[config.mk]
export PLATFORM = sky130hd
export DESIGN_NAME = dword_add_seq
export DESIGN_NICKNAME = d
export VERILOG_FILES = /design/src/rtl/dword_add_seq.sv
export SDC_FILE = /design/constraint.sdc
export NUM_CORES = 1
export LEC_CHECK = 0
export CAP_MARGIN = 0
export CORE_AREA = 3 3 119 121
export DETAILED_ROUTE_END_ITERATION = 12
export DIE_AREA = 0 0 122 124
export PLACE_DENSITY = 0.68
export RECOVER_POWER = 100
export SYNTH_ARGS = -nofsm -noshare
export SYNTH_HDL_FRONTEND = slang
export SYNTH_SLANG_ARGS = --single-unit
[constraint.sdc]
create_clock -name clk -period 4.65 [get_ports clk]
set_input_delay 0.6975 -clock clk [delete_from_list [all_inputs] [get_ports clk]]
set_output_delay 0.6975 -clock clk [all_outputs]
set_load 0.05 [all_outputs]
[src/rtl/dword_add_seq.sv]
// -----------------------------------------------------------------------------
// dword_add_seq
//   32-bit add/subtract built from a single 16-bit adder slice that is
//   time-shared over two cycles (low half, then high half with the low carry
//   chained in). Subtract is A + ~B + 1. Operands are captured on start, so
//   the inputs may change freely while an operation is in flight.
//
// Ports
//   clk       in   system clock, rising edge
//   reset     in   asynchronous, active-high reset
//   start     in   request pulse, sampled only in IDLE
//   op        in   0 = add, 1 = subtract (A - B)
//   a_in      in   operand A [31:0]
//   b_in      in   operand B [31:0]
//   flag_clr  in   synchronous clear of Z/N/C/V (result untouched)
//   busy      out  high in LO, HI and DONE
//   done      out  one-cycle completion pulse (DONE state)
//   result    out  last completed result [31:0]
//   z_flag    out  result == 0
//   n_flag    out  result[31]
//   c_flag    out  carry out of bit 31 (for subtract: 1 = no borrow)
//   v_flag    out  signed overflow
// -----------------------------------------------------------------------------
module dword_add_seq (
  input  logic        clk,
  input  logic        reset,
  input  logic        start,
  input  logic        op,
  input  logic [31:0] a_in,
  input  logic [31:0] b_in,
  input  logic        flag_clr,
  output logic        busy,
  output logic        done,
  output logic [31:0] result,
  output logic        z_flag,
  output logic        n_flag,
  output logic        c_flag,
  output logic        v_flag
);

  typedef enum logic [1:0] {
    S_IDLE = 2'd0,
    S_LO   = 2'd1,
    S_HI   = 2'd2,
    S_DONE = 2'd3
  } state_t;

  state_t      r_state;
  state_t      w_next_state;

  logic [31:0] r_a;
  logic [31:0] r_b;
  logic        r_op;
  logic [15:0] r_lo_sum;
  logic        r_lo_carry;

  logic [31:0] r_result;
  logic        r_z;
  logic        r_n;
  logic        r_c;
  logic        r_v;

  logic [31:0] w_b_eff;       // B' : B inverted for subtract
  logic [15:0] w_slice_a;
  logic [15:0] w_slice_b;
  logic        w_slice_cin;
  logic [16:0] w_slice_sum;
  logic [31:0] w_full_result;

  assign w_b_eff = r_b ^ {32{r_op}};

  // Operand mux for the shared slice: low halves with carry-in = op (the +1
  // of two's-complement subtract), high halves with the stored low carry.
  always_comb begin
    // NOTE: every always_comb output gets a default first so no path can
    // leave it unassigned, which would infer a latch.
    w_slice_a   = r_a[15:0];
    w_slice_b   = w_b_eff[15:0];
    w_slice_cin = r_op;
    if (r_state == S_HI) begin
      w_slice_a   = r_a[31:16];
      w_slice_b   = w_b_eff[31:16];
      w_slice_cin = r_lo_carry;
    end
  end

  assign w_slice_sum   = {1'b0, w_slice_a} + {1'b0, w_slice_b} + {16'd0, w_slice_cin};
  assign w_full_result = {w_slice_sum[15:0], r_lo_sum};

  // Next-state logic; start outside IDLE is simply not looked at.
  always_comb begin
    w_next_state = r_state;
    case (r_state)
      S_IDLE: if (start) w_next_state = S_LO;
      S_LO:   w_next_state = S_HI;
      S_HI:   w_next_state = S_DONE;
      S_DONE: w_next_state = S_IDLE;
      default: w_next_state = S_IDLE;
    endcase
  end

  // NOTE: sequential state uses non-blocking assignments so every register
  // samples the pre-edge values, independent of statement order.
  always_ff @(posedge clk or posedge reset) begin
    if (reset) begin
      r_state <= S_IDLE;
    end else begin
      r_state <= w_next_state;
    end
  end

  // Operand capture and low-slice storage. These are all small registers, so
  // they are reset too, leaving no stale operand visible after an abort.
  always_ff @(posedge clk or posedge reset) begin
    if (reset) begin
      r_a        <= '0;
      r_b        <= '0;
      r_op       <= 1'b0;
      r_lo_sum   <= '0;
      r_lo_carry <= 1'b0;
    end else begin
      if (r_state == S_IDLE && start) begin
        r_a  <= a_in;
        r_b  <= b_in;
        r_op <= op;
      end
      if (r_state == S_LO) begin
        r_lo_sum   <= w_slice_sum[15:0];
        r_lo_carry <= w_slice_sum[16];
      end
    end
  end

  // Result and flags. The HI->DONE update is checked first so a coincident
  // flag_clr loses to the fresh flags of the completing operation.
  always_ff @(posedge clk or posedge reset) begin
    if (reset) begin
      r_result <= '0;
      r_z      <= 1'b1;
      r_n      <= 1'b0;
      r_c      <= 1'b0;
      r_v      <= 1'b0;
    end else if (r_state == S_HI) begin
      r_result <= w_full_result;
      r_z      <= (w_full_result == 32'd0);
      r_n      <= w_slice_sum[15];
      r_c      <= w_slice_sum[16];
      // Overflow: both addends share a sign and the sum's sign differs.
      r_v      <= (r_a[31] == w_b_eff[31]) && (w_slice_sum[15] != r_a[31]);
    end else if (flag_clr) begin
      r_z <= 1'b0;
      r_n <= 1'b0;
      r_c <= 1'b0;
      r_v <= 1'b0;
    end
  end

  assign busy   = (r_state != S_IDLE);
  assign done   = (r_state == S_DONE);
  assign result = r_result;
  assign z_flag = r_z;
  assign n_flag = r_n;
  assign c_flag = r_c;
  assign v_flag = r_v;

endmodule

# Yosys cells after proc, flatten, opt, wreduce, memory -nomap -nowiden

Cells that the tools add are included.

Bits in registers: 120
Input port bits: 69

$add $sub $neg: 2
Eq/ne operators: 6
Mux-type cells: 10
Bitwise logic cells: 1
Reduce and logical (&&, ||, !) cells: 6

Operators by type and width:

| kind                                                                  | number |
|---|---|
| 32-bit zero test                                                      | 1 |
| 16-bit 2-to-1 mux                                                     | 2 |
| 32-bit bitwise XOR                                                    | 1 |
| 16-bit by 16-bit adder with 17-bit output                             | 1 |
| 17-bit by 1-bit adder with 17-bit output                              | 1 |
| 2-bit case mux with 4 select lines                                    | 1 |
| 1-bit 2-to-1 mux                                                      | 6 |
| 2-bit equality test, second input constant                            | 2 |
| 2-bit nonzero test                                                    | 2 |
| 2-bit by 1-bit equality test with 1-bit output, second input constant | 1 |
| 1-bit logical AND                                                     | 2 |
| 2-bit zero test                                                       | 1 |
| 2-bit 2-to-1 mux                                                      | 1 |
| 2-bit inequality test, second input constant                          | 1 |
| 1-bit equality test                                                   | 1 |
| 1-bit inequality test                                                 | 1 |

# Logic depth before layout (Yosys ltp)

Word-level depth: 7
Depth in mapped cells: 16
Mapped depth without buffers: 15

# Worst setup path before layout

OpenSTA, ideal clock, no wires.

Path type: register to register
Start point: reg r_state[0]
End point: reg r_z, in the netlist z_flag
Setup time: 0.072 ns
Data arrival time: 4.371 ns
Data required time: 4.578 ns
Slack: 0.207 ns
Cell stages (with the launch flop): 17
Path buffers: 2
Period minus slack after synthesis: 4.443 ns
Cell sequence: dfrtp_1 -> inv_1 -> ha_1 -> clkbuf_1 -> clkbuf_1 -> mux2i_1 -> fa_1 -> inv_1 -> fa_1 -> a21o_1 -> a31o_1 -> a221oi_4 -> xnor2_1 -> a2111oi_2 -> or3b_1 -> or4_1 -> o21ai_1

Word-level cells in the longest chain between the ends: 6

RTL lines:

| element                                   | RTL line | source |
|---|---|---|
| start: declaration                        | 48       | `state_t r_state;` |
| start signal: assignment                  | 108      | `r_state <= w_next_state;` |
| 2-bit equality test (*)                   | 80, 143  |  |
| 16-bit 2-to-1 mux                         | 80       | `if (r_state == S_HI) begin` |
| 16-bit by 16-bit adder with 17-bit output | 87       | `assign w_slice_sum = {1'b0, w_slice_a} + {1'b0, w_slice_b} + {16'd0, w_slice_cin};` |
| 17-bit by 1-bit adder with 17-bit output  | 87       |  |
| 32-bit zero test                          | 145      | `r_z <= (w_full_result == 32'd0);` |
| 1-bit 2-to-1 mux                          | 143      | `end else if (r_state == S_HI) begin` |
| end signal: assignment                    | 145      |  |
| end: declaration                          | 58       | `logic r_z;` |

Mark *: on every way between the ends. The rest lies on a longest branch, timed or not.
A chain may end at the register's enable or synchronous reset.

# Final worst setup path

Start point: reg r_state[0]
End point: reg r_z, in the netlist z_flag

Word-level cells in the longest chain between the ends: 6

RTL lines:

| element                                      | RTL line | source |
|---|---|---|
| 2-bit equality test (*)                      | 80       |  |
| 16-bit 2-to-1 mux                            | 80       |  |
| 16-bit by 16-bit adder with 17-bit output    | 87       |  |
| 17-bit by 1-bit adder with 17-bit output (*) | 87       |  |
| via w_slice_sum[1]                           | 67       | `logic [16:0] w_slice_sum;` |
| 32-bit zero test (*)                         | 145      |  |
| 1-bit 2-to-1 mux (*)                         | 143      |  |

The timed path passes the listed nets; every way through them passes the cells marked *.

==> impl_results.md <==
- Status: complete, but fails checks
- Failing checks: capacitance limit, slew limit
- CTS tree: done
- Post-route ant nets: 0
- Warnings from Yosys: 0
- H-tree Lvls: 4
- Max cap viols: 3
- Worst-Skew Late Latency: 420 ps
- Via density: 5.15
- Tcrit/Tclk final: 0.932
- Rows: 42
- Reg clk slew, reported paths: 50 ps
- Post-layout min period: 4330 ps
- Num ports: 107
- Worst setup endpoint: z_flag
- Layout cells sized above 1: 0.282
- Most common cell after layout, fill and taps aside: mux2_2
- Worst-Margin Slew: 2580 ps
- Layout Nets: 660
- Most frequent cells in the layout: mux2_2, dfrtp_1, clkdlybuf4s50_1, dlygate4sd3_1, xnor2_1
- Main synth FF type: dfrtp_1
- Max FO, Critical Path: 6
- Routability cong.: 0.795
- CTS Buf Count: 17
- Reg2reg path depth: 14
- All-layer global routing usage: 0.181
- Async S/R FF share, synth: 1.00
- CP max stage delay: 450 ps
- FF-to-FF End: z_flag
- Worst EP arrival: 4680 ps
- Layout area overhead: 30.6%
- Vias in the first global route: 4,062
- Final Skew: 7.23 ps
- Max-slew violation count: 141
- Hold Path Class: register to register
- DRC Markers: 0
- Initial drt markers: 147
- Area of the multi-input gates: 0.00281 mm²
- Reg2reg setup slack: 320 ps
- Final Setup Violations: 0
- R2R Path Start: r_state[0]
- FF+latch area: 0.00300 mm²
- Die span in x: 122 µm
- Mapped Nets: 550
- RSZ-0062 raised after global routing: no
- Root Driver: clkbuf_16
- Final hold vios: 0
- Design area: 0.00776 mm²
- Slew Limit Headroom: -0.728
- Max clock buf depth: 2
- Setup TNS after final layout: 0 ps
- First-pass GRT wire length: 20,900 µm
- IO buf count: 106
- CTS resizes: 0
- CTS Sinks: 120
- Largest net degree at the start of global routing: 63
- Post-Syn Area: 0.00594 mm²
- Post-DP HPWL: 9580 µm
- Cell count after synthesis: 458
- DRT Wirelength: 12,700 µm
- Drt wl/cell: 16.8 µm
- Smallest hold slack: 480 ps
- Crit end category: register
- Syn_area_per_cell: 13.0 µm²
- Seq/Total Area, Yosys: 0.506
- EDFF count, synth: 0
- Synth Register Bits: 120
- Initial Util: 0.450
- CP startpoint kind: register
- WP data required: 5000 ps
- Via count of the routed design: 3,896
- Antenna violations before repair: 0
- Achievable Freq: 231 MHz
- DRT Pass-1 Iters: 4
- Placed Area: 0.00721 mm²
- CP startpoint: r_state[0]
- CP Cell Sequence: inv_1, ha_2, mux2i_1, xor2_1, fa_1, inv_1, fa_1, nor4_1, nand4_1, a2111o_1, a2111oi_2, or3b_1, or4_1, o21ai_1
- ANT cells: 0
- Post-synthesis cell type count: 52
- Post-CTS Hold Buffers: 0
- Die area: 0.0151 mm²
- Die H: 124 µm
- Layout fillers: 1,096
- Slowest-stage cell, CP: fa_1
- GR Overflow Total: 0
- Critical path class: register to register
- Core area: 0.0132 mm²
- Post-CTS Setup Bufs: 0
## layout make-up
cell class	count	area share
Sequential cell	120	0.387
Multi-Input combinational cell	307	0.362
Timing Repair Buffer	113	0.142
Clock buffer	21	0.0606
Tap cell	176	0.0284
Clock inverter	11	0.0158
Inverter	9	0.00451
## layer usage
layer	GRT usage	share of wire
met5	0	0
met4	0.0672	0.014
met3	0.0436	0.034
met2	0.282	0.47
met1	0.248	0.48
## worst max-delay path, delay by kind of cell (launching register included)
family | cells | cell delay, ps
buffers and inverters | 2 | 250
XOR/XNOR | 1 | 120
multiplexers | 1 | 240
AND/OR/NAND/NOR | 4 | 1180
flip-flops | 1 | 390
adder cells (fa/ha/maj) | 3 | 1180
AO/OA/AOI/OAI | 3 | 900
## synth_stat cells (2+ instances only)
| master | number | area (µm²) |
|---|---|---|
| mux2_2 | 121 | 1360 |
| dfrtp_1 | 119 | 2980 |
| xnor2_1 | 23 | 201 |
| ha_1 | 21 | 263 |
| mux2i_1 | 19 | 190 |
| clkbuf_1 | 18 | 67.6 |
| nor2_1 | 17 | 63.8 |
| a21oi_1 | 14 | 70.1 |
| nand2_1 | 14 | 52.6 |
| o21ai_0 | 10 | 50.1 |
| inv_1 | 9 | 33.8 |
| a21o_1 | 5 | 37.5 |
| nand2b_1 | 4 | 25.0 |
| nor3_1 | 4 | 20.0 |
| and2_1 | 3 | 18.8 |
| buf_1 | 3 | 11.3 |
| nor2b_1 | 3 | 18.8 |
| nor4_1 | 3 | 18.8 |
| o21a_1 | 3 | 22.5 |
| o21bai_1 | 3 | 22.5 |
| or3_1 | 3 | 18.8 |
| a31oi_1 | 2 | 12.5 |
| and3_1 | 2 | 12.5 |
| fa_1 | 2 | 40.0 |
| nand3_1 | 2 | 10.0 |
| nand4b_1 | 2 | 17.5 |
| nor3b_1 | 2 | 15.0 |
| nor4b_1 | 2 | 17.5 |
| xor2_1 | 2 | 17.5 |
## worst min-delay path by stage
stage,startpoint,to,depth (start not counted)
2_1_floorplan,r_a[26],r_a[26],1
3_3_place_gp,z_flag,z_flag,2
3_5_place_dp,z_flag,z_flag,2
4_1_cts,z_flag,z_flag,2
5_1_grt,z_flag,z_flag,2
6_report,z_flag,z_flag,2
## cells by family (layout without fill, tap and decap cells)
family	after synthesis	after routing	share of synthesized area
AOI/OAI and AO/OA	51	51	0.0632
buffers and inverters	31	154	0.0208
DFF	120	120	0.506
muxes	140	140	0.261
and+or+nand+nor	68	68	0.0613
adders and majority gates	23	23	0.0510
xor gates and xnor gates	25	25	0.0368
## stage by stage
step | util | worst slack, ps | instances
floorplan | - | 207 | 458
global placement | 0.546 | 468 | 725
detailed placement | 0.546 | 298 | 725
CTS | 0.591 | 280 | 757
global route | 0.589 | 27.9 | 757
finish | 0.589 | 315 | 757
## sequential cells by signal (all words and copies together), names as in the netlist
signal,count
r_a,32
r_op,1
r_b,32
n_flag,1
r_state,2
r_lo_sum,16
result,32
c_flag,1
z_flag,1
v_flag,1
r_lo_carry,1
Power is left out: the tool's default activity adds up to more than one toggle a clock period on the data nets, which glitch-free logic cannot reach.
